--- config.mk ---
export PLATFORM = sky130hd
export DESIGN_NAME = div_unit
export DESIGN_NICKNAME = d
export VERILOG_FILES = /design/src/rtl/div_unit.sv
export SDC_FILE = /design/constraint.sdc
export NUM_CORES = 1
export LEC_CHECK = 0
export CORE_MARGIN = 3
export CORE_UTILIZATION = 50
export DETAILED_ROUTE_END_ITERATION = 10
export PLACE_DENSITY = 0.72
export SYNTH_ARGS = -nofsm -noshare
export SYNTH_HDL_FRONTEND = slang
export SYNTH_SLANG_ARGS = --single-unit
--- constraint.sdc ---
create_clock -name clk -period 16.2 [get_ports clk]
set_input_delay 2.43 -clock clk [delete_from_list [all_inputs] [get_ports clk]]
set_output_delay 2.43 -clock clk [all_outputs]
set_load 0.05 [all_outputs]
--- src/rtl/div_unit.sv ---
// div_unit: multi-cycle radix-2 restoring divider for the exec stage (DIV/DIVU).
// The quotient goes to LO and the remainder to HI. The pipeline is held through
// o_stall until the result is registered.
//
// Ports
//   clk, rst     clock; asynchronous active-high reset
//   i_start      divide request, held by exec until o_done is seen
//   i_signed     1 = DIV (two's complement), 0 = DIVU
//   i_cancel     pipeline flush; aborts any operation and has top priority
//   i_dividend   rs operand
//   i_divisor    rt operand
//   o_stall      combinational stall request (i_start & ~o_done & ~i_cancel)
//   o_done       registered result-valid flag, high only in S_END
//   o_quotient   quotient, to LO
//   o_remainder  remainder, to HI
module div_unit #(
    parameter int unsigned WIDTH = 32,
    parameter int unsigned CNT_W = $clog2(WIDTH) + 1
) (
    input  logic             clk,
    input  logic             rst,
    input  logic             i_start,
    input  logic             i_signed,
    input  logic             i_cancel,
    input  logic [WIDTH-1:0] i_dividend,
    input  logic [WIDTH-1:0] i_divisor,
    output logic             o_stall,
    output logic             o_done,
    output logic [WIDTH-1:0] o_quotient,
    output logic [WIDTH-1:0] o_remainder
);

    typedef enum logic [1:0] {
        S_IDLE    = 2'd0,
        S_ON      = 2'd1,
        S_DIVZERO = 2'd2,
        S_END     = 2'd3
    } state_t;

    state_t           state;
    logic [WIDTH-1:0] rem;
    logic [WIDTH-1:0] quo;
    logic [WIDTH-1:0] dvs;
    logic [CNT_W-1:0] cnt;
    logic             neg_q;
    logic             neg_r;

    // Combinational datapath for one iteration plus operand magnitudes.
    // The shifted partial remainder is WIDTH+1 bits so the trial subtraction
    // cannot overflow. The kept remainder is always below the divisor and
    // therefore fits back into WIDTH bits.
    logic [WIDTH:0]   shifted;
    logic [WIDTH:0]   diff;
    logic [WIDTH-1:0] rem_nxt;
    logic [WIDTH-1:0] quo_nxt;
    logic [WIDTH-1:0] a_abs;
    logic [WIDTH-1:0] b_abs;

    always_comb begin
        shifted = {rem, quo[WIDTH-1]};
        diff    = shifted - {1'b0, dvs};
        rem_nxt = diff[WIDTH] ? shifted[WIDTH-1:0] : diff[WIDTH-1:0];
        quo_nxt = {quo[WIDTH-2:0], ~diff[WIDTH]};
        a_abs   = (i_signed && i_dividend[WIDTH-1]) ? WIDTH'(-i_dividend) : i_dividend;
        b_abs   = (i_signed && i_divisor[WIDTH-1])  ? WIDTH'(-i_divisor)  : i_divisor;
    end

    assign o_stall = i_start & ~o_done & ~i_cancel;

    // Control FSM and datapath registers.
    always_ff @(posedge clk or posedge rst) begin
        if (rst) begin
            state       <= S_IDLE;
            rem         <= '0;
            quo         <= '0;
            dvs         <= '0;
            cnt         <= '0;
            neg_q       <= 1'b0;
            neg_r       <= 1'b0;
            o_done      <= 1'b0;
            o_quotient  <= '0;
            o_remainder <= '0;
        end else if (i_cancel) begin
            // A flush drops the in-flight result and leaves the outputs as they were.
            state  <= S_IDLE;
            cnt    <= '0;
            o_done <= 1'b0;
        end else begin
            case (state)
                S_IDLE: begin
                    if (i_start) begin
                        cnt <= '0;
                        if (i_divisor == '0) begin
                            // Keep the raw dividend; it becomes the remainder.
                            rem   <= i_dividend;
                            neg_q <= 1'b0;
                            neg_r <= 1'b0;
                            state <= S_DIVZERO;
                        end else begin
                            rem   <= '0;
                            quo   <= a_abs;
                            dvs   <= b_abs;
                            neg_q <= i_signed & (i_dividend[WIDTH-1] ^ i_divisor[WIDTH-1]);
                            neg_r <= i_signed & i_dividend[WIDTH-1];
                            state <= S_ON;
                        end
                    end
                end
                S_ON: begin
                    rem <= rem_nxt;
                    quo <= quo_nxt;
                    cnt <= cnt + CNT_W'(1);
                    if (cnt == CNT_W'(WIDTH - 1)) begin
                        // Last iteration: apply signs while registering the result.
                        o_quotient  <= neg_q ? WIDTH'(-quo_nxt) : quo_nxt;
                        o_remainder <= neg_r ? WIDTH'(-rem_nxt) : rem_nxt;
                        o_done      <= 1'b1;
                        state       <= S_END;
                    end
                end
                S_DIVZERO: begin
                    o_quotient  <= '1;
                    o_remainder <= rem;
                    o_done      <= 1'b1;
                    state       <= S_END;
                end
                S_END: begin
                    if (!i_start) begin
                        o_done <= 1'b0;
                        state  <= S_IDLE;
                    end
                end
                default: state <= S_IDLE;
            endcase
        end
    end

endmodule

==> qor.csv, run 1 <==
stage;metric;value;unit
worst_setup_path;crit end category;output port;
synth;asr flop ratio synth;100.0;%
placement;port bufs;134;
worst_setup_path;Top cell by count, worst path;clkdlybuf4s50_1;
worst_setup_path;critical path type;input pin to output port;
cts;Worst-path clk slew;80;ps
timing;Setup violations, final;0;
drt;routed vias;12480;
cts;CTS root buf;clkbuf_16;
global_routing;grt total ovfl;0;
cts;Max H-tree Level;4;
cts;hold_buf cts;0;
drt;routed vias/inst;6.001;
timing;Slew headroom;31.17;%
finish;Synth-to-Final Area Change;16.10;%
cts;total CTS buffers;17;
floorplan;Die H;168.2;µm
synth;top-count cell post-synth;nor2_1;
synth;sequential fraction of the synthesis area;32.52;%
synth;post-synth top area share;32.52;%
synth;Yosys warnings;0;
timing;crit path time final;6729;ps
synth;Syn Inst Count;1657;
floorplan;width of the chip;168.2;µm
timing;clk_skew;14.26;ps
timing;final hold viol count;0;
synth;area leader, netlist;dfrtp_1;
placement;pre-CTS setup slack;9443;ps
timing;Final WS setup;9471;ps
worst_setup_path;delay-heaviest family, CP;buffers and inverters;
worst_setup_path;CP max-delay cell;clkdlybuf4s50_1;
worst_setup_path;Crit path largest cell delay;840;ps
synth;commonest cells in the netlist;nor2_1, a21oi_1, dfrtp_1;
worst_setup_path;WP data required;13770;ps
drt;Avg WL per Cell;17.79;µm
worst_setup_path;crit-path max FO;13;
synth;flops & latches, synth;171;
cts;Resized cells post-CTS;0;
timing;crit share post-route;41.54;%
timing;Achievable Freq;148.6;MHz
finish;# diodes;0;
cts;TritonCTS clock tree;yes;
finish;Filler cells;2335;
cts;# clock sinks;171;
flow_run;max-cap violation count;0;
global_routing;Total Routing Usage GR;26.18;%
synth;Post-synth top flop;dfrtp_1;
timing;RSZ-0062 raised after global routing;no;
finish;layout cells sized above 1;7.486;%
synth;Synth Area in Simple Gates;21.91;%
cts;Post-CTS Setup Inserts;0;
synth;Adder-Cell Fraction of Synth Area;4.051;%
finish;post-layout net count;1848;
timing;Final Max Tran Viols;0;
synth;post-synth cell types;86;
cts;later-pin clock latency in the skew report;440;ps
drt;remaining antenna violation count after routing;0;
drt;TritonRoute pass-1 iters;5;
status;outcome;finished, final reports clean;
worst_setup_path;CP arrival;4300;ps
drt;DRC errors left;0;
hold_path;Worst Hold Class;flop to flop;
global_routing;global-route wire length before repair;61450;µm
drt;1st-iter DRT viols;984;
cts;deepest clock path buffer count;2;
worst_setup_path;Crit path buffers/inverters;2;
floorplan;I/O pin cnt;135;
synth;syn avg cell area;7.941;µm²
placement;Detail Placement HPWL;27510;µm
synth;main combinational cell family by area after synthesis;compound AO/OA/AOI/OAI gates;
placement;gpl congestion;0.9119;
floorplan;Die Area;28300;µm²
synth;EDFF count, synth;0;
worst_setup_path;Cell Chain, Critical Path;clkdlybuf4s50_1 > nor3b_1 > clkdlybuf4s50_1;
global_routing;largest net degree at the start of global routing;86;
synth;Post-Syn Area;13160;µm²
synth;Area contributors post-synth;dfrtp_1, a21oi_1, nor2_1;
synth;syn nets;1768;
floorplan;# rows;58;
synth;post-synthesis compound-gate area fraction;23.69;%
drt;Post-Route WL;37000;µm
timing;Slew @ Worst Pin;1032;ps
synth;fraction of synthesized area in multiplexers;4.745;%
synth;xor/xnor share of the synthesized area;8.520;%
floorplan;Initial Util;51.51;%
worst_setup_path;CP Launch Type;input pin;
timing;TNS Setup;0;ps
finish;Util after Layout;59.81;%
floorplan;Core ar.;25540;µm²
global_routing;vias in the first global route;11990;
global_routing;initial antenna violation count;0;
==> metal layers <==
metal | global-route usage, % | vias up | part of all wire [%]
met4 | 7.684 | 0 | 2.5
met1 | 34.80 | 5955 | 43
li1 | - | 6079 | -
met3 | 3.639 | 66 | 5.3
met2 | 44.66 | 382 | 49
met5 | 0 | - | 0
==> stage by stage <==
step           area (µm²)  hold WS, ps  std cells
5_1_grt             15280        523.6       2080
2_1_floorplan       13160        449.8       1657
3_5_place_dp        14680        474.7       2048
6_report            15280        486.8       2080
4_1_cts             15280        492.3       2080
3_3_place_gp        14680        465.3       2048
==> path summary, 6_finish.rpt <==
| kind | from | endpoint | slack (ps) | depth (start not counted) |
|---|---|---|---|---|
| max | i_cancel | o_stall | 9470 | 3 |
| min | dvs[29] | dvs[29] | 490 | 2 |
| max reg2reg | quo[31] | o_remainder[30] | 10720 | 17 |
| min reg2reg | dvs[29] | dvs[29] | 490 | 2 |
| max in group asynchronous | rst | dvs[9] | 11850 | 4 |
| min in group asynchronous | rst | o_quotient[30] | 2350 | 2 |
==> layout make-up <==
class	instances	area, µm²	area share (%)
flip-flops and latches	171	4279	28.01
clock buffers	17	425.4	2.785
well taps	330	412.9	2.703
multi-input cells	1340	8308	54.38
clock inverters	15	171.4	1.122
inverters	57	219.0	1.433
repair buffers	150	1461	9.566
==> sequential cells by signal (all words and copies together) (netlist names) <==
register and count:
cnt 6, dvs 32, neg_q 1, neg_r 1, o_done 1, o_quotient 32, o_remainder 32, quo 32
rem 32, state 2
==> cell usage in the layout (no fill, tap or decap), types with 7 or more instances in the layout <==
| cell | instances |
|---|---|
| clkbuf_16 | 17 |
| nand2_1 | 166 |
| or3_1 | 23 |
| nand4_1 | 8 |
| o31ai_1 | 25 |
| o21ai_0 | 143 |
| a31oi_1 | 37 |
| nor4_1 | 17 |
| and3_1 | 27 |
| o211a_1 | 9 |
| o211ai_1 | 8 |
| mux2_2 | 35 |
| xnor2_1 | 55 |
| o21ai_1 | 7 |
| nand2b_1 | 16 |
| xor2_1 | 73 |
| mux2i_1 | 23 |
| nor2_1 | 201 |
| ha_1 | 40 |
| dfrtp_1 | 171 |
| or2_2 | 10 |
| clkdlybuf4s50_1 | 134 |
| nor3_1 | 37 |
| inv_1 | 55 |
| o21a_1 | 14 |
| buf_4 | 16 |
| a21oi_1 | 185 |
| nor2b_1 | 7 |
| nand3_1 | 40 |
==> logic make-up (layout without fill, tap and decap cells) <==
logic type / Yosys count / count (layout)
AND/OR/NAND/NOR: 603 / 603
flip-flops: 171 / 171
multiplexers: 58 / 58
adder cells (fa/ha/maj): 42 / 42
buffers and inverters: 146 / 239
AO/OA/AOI/OAI: 509 / 509
XOR/XNOR: 128 / 128
==> worst min-delay path: cells and delay by family (launching register included) <==
family,cells,cell delay (ps)
AO/OA/AOI/OAI,1,60
flip-flops,1,350
AND/OR/NAND/NOR,1,50
Power of run 1 is left out: the tool's default activity adds up to more than one toggle a clock period on the data nets, which glitch-free logic cannot reach.
==> run 2: changes to the inputs <==
--- a/config.mk
+++ b/config.mk
@@ -8,7 +8,7 @@
 export CORE_MARGIN = 3
 export CORE_UTILIZATION = 50
 export DETAILED_ROUTE_END_ITERATION = 10
-export PLACE_DENSITY = 0.72
+export PLACE_DENSITY = 0.74
 export SYNTH_ARGS = -nofsm -noshare
 export SYNTH_HDL_FRONTEND = slang
 export SYNTH_SLANG_ARGS = --single-unit
==> constraint.sdc (replaced) <==
create_clock -name clk -period 6 [get_ports clk]
set_input_delay 0.9 -clock clk [delete_from_list [all_inputs] [get_ports clk]]
set_output_delay 0.9 -clock clk [all_outputs]
set_load 0.05 [all_outputs]
==> qor.csv, run 2 (synthesis results as in run 1) <==
stage;metric;value;unit
hold_path;Worst Hold Class;flop to flop;
floorplan;width of the chip;168.2;µm
floorplan;# rows;58;
timing;Slew headroom;35.05;%
cts;TritonCTS clock tree;yes;
cts;Post-CTS Setup Inserts;0;
drt;Post-Route WL;37900;µm
status;outcome;finished, final reports clean;
timing;final hold viol count;0;
floorplan;Core ar.;25540;µm²
worst_setup_path;CP Launch Type;flop;
global_routing;initial antenna violation count;0;
drt;TritonRoute pass-1 iters;5;
timing;crit share post-route;77.27;%
timing;Slew @ Worst Pin;974.3;ps
global_routing;largest net degree at the start of global routing;96;
timing;TNS Setup;0;ps
cts;total CTS buffers;17;
cts;deepest clock path buffer count;2;
timing;crit path time final;4636;ps
timing;Final Max Tran Viols;0;
worst_setup_path;crit-path max FO;53;
finish;# diodes;0;
cts;CTS root buf;clkbuf_16;
cts;later-pin clock latency in the skew report;440;ps
global_routing;grt total ovfl;0;
floorplan;Die Area;28300;µm²
drt;routed vias;12570;
drt;1st-iter DRT viols;1185;
cts;Worst-path clk slew;80;ps
finish;commonest non-fill, non-tap cell in the layout;nor2_1;
drt;DRC errors left;0;
flow_run;max-cap violation count;0;
cts;Resized cells post-CTS;0;
finish;Filler cells;2345;
finish;layout cells sized above 1;7.481;%
drt;routed vias/inst;6.039;
floorplan;I/O pin cnt;135;
global_routing;vias in the first global route;12070;
global_routing;global-route wire length before repair;62160;µm
cts;hold_buf cts;0;
finish;post-layout net count;1849;
floorplan;Initial Util;51.51;%
timing;clk_skew;13.00;ps
cts;# clock sinks;171;
finish;Synth-to-Final Area Change;16.08;%
floorplan;Die H;168.2;µm
cts;Max H-tree Level;4;
placement;port bufs;134;
drt;Avg WL per Cell;18.21;µm
timing;RSZ-0062 raised after global routing;no;
timing;Setup violations, final;0;
finish;most frequent cells in the layout;nor2_1, a21oi_1, dfrtp_1, nand2_1, o21ai_0;
drt;remaining antenna violation count after routing;0;
worst_setup_path;CP arrival;4960;ps
placement;gpl congestion;0.9639;
global_routing;Total Routing Usage GR;26.72;%
placement;Detail Placement HPWL;28120;µm
worst_setup_path;WP data required;6320;ps
worst_setup_path;critical path type;flop to flop;
timing;Achievable Freq;215.7;MHz
worst_setup_path;crit end category;flop;
[run 2: worst paths after layout]
kind,from,end,slack [ps],cells after the start
min reg2reg,o_remainder[4],o_remainder[4],490,2
max,rem[22],o_remainder[24],1360,13
max in group asynchronous,rst,dvs[6],3780,3
max reg2reg,rem[22],o_remainder[24],1360,13
min in group asynchronous,rst,cnt[2],1020,2
min,o_remainder[4],o_remainder[4],490,2
[run 2: through the flow]
stage	hold WS [ps]	area, µm²	utilization, %	setup WS (ps)	cells
6_report	491.4	15270	59.80	1364	2081
5_1_grt	516.8	15270	59.80	983.6	2081
4_1_cts	495.2	15270	59.80	1510	2081
3_5_place_dp	475.8	14690	57.50	1170	2049
3_3_place_gp	472.0	14690	57.50	1360	2049
2_1_floorplan	449.8	13160	-	468.2	1657
[run 2: area by class of cell]
cell class	instances	area (µm²)	share of cell area, %
multi-input cells	1340	8308	54.39
flip-flops and latches	171	4279	28.01
repair buffers	151	1469	9.617
clock buffers	18	429.2	2.810
well taps	330	412.9	2.703
inverters	57	219.0	1.433
clock inverters	14	157.7	1.032
[run 2: worst max-delay path: stages, from the launching register on]
cell	delay (ps)
dfrtp_1	480
ha_1	410
a21oi_1	240
o21ai_0	200
a22oi_1	490
o2111ai_1	210
o211a_1	190
inv_2	240
buf_4	510
nand3_1	260
o32ai_2	600
a31oi_1	180
xnor2_1	170
a221o_1	320
[run 2: metal layers]
layer / routed length [µm] / track usage (%) / up-vias
li1: - / - / 6079
met1: 16550 / 35.90 / 6032
met2: 17990 / 43.61 / 376
met3: 1959 / 3.992 / 81
met4: 1407 / 10.46 / 0
met5: 0 / 0 / -
Power of run 2 is left out for the same reason.
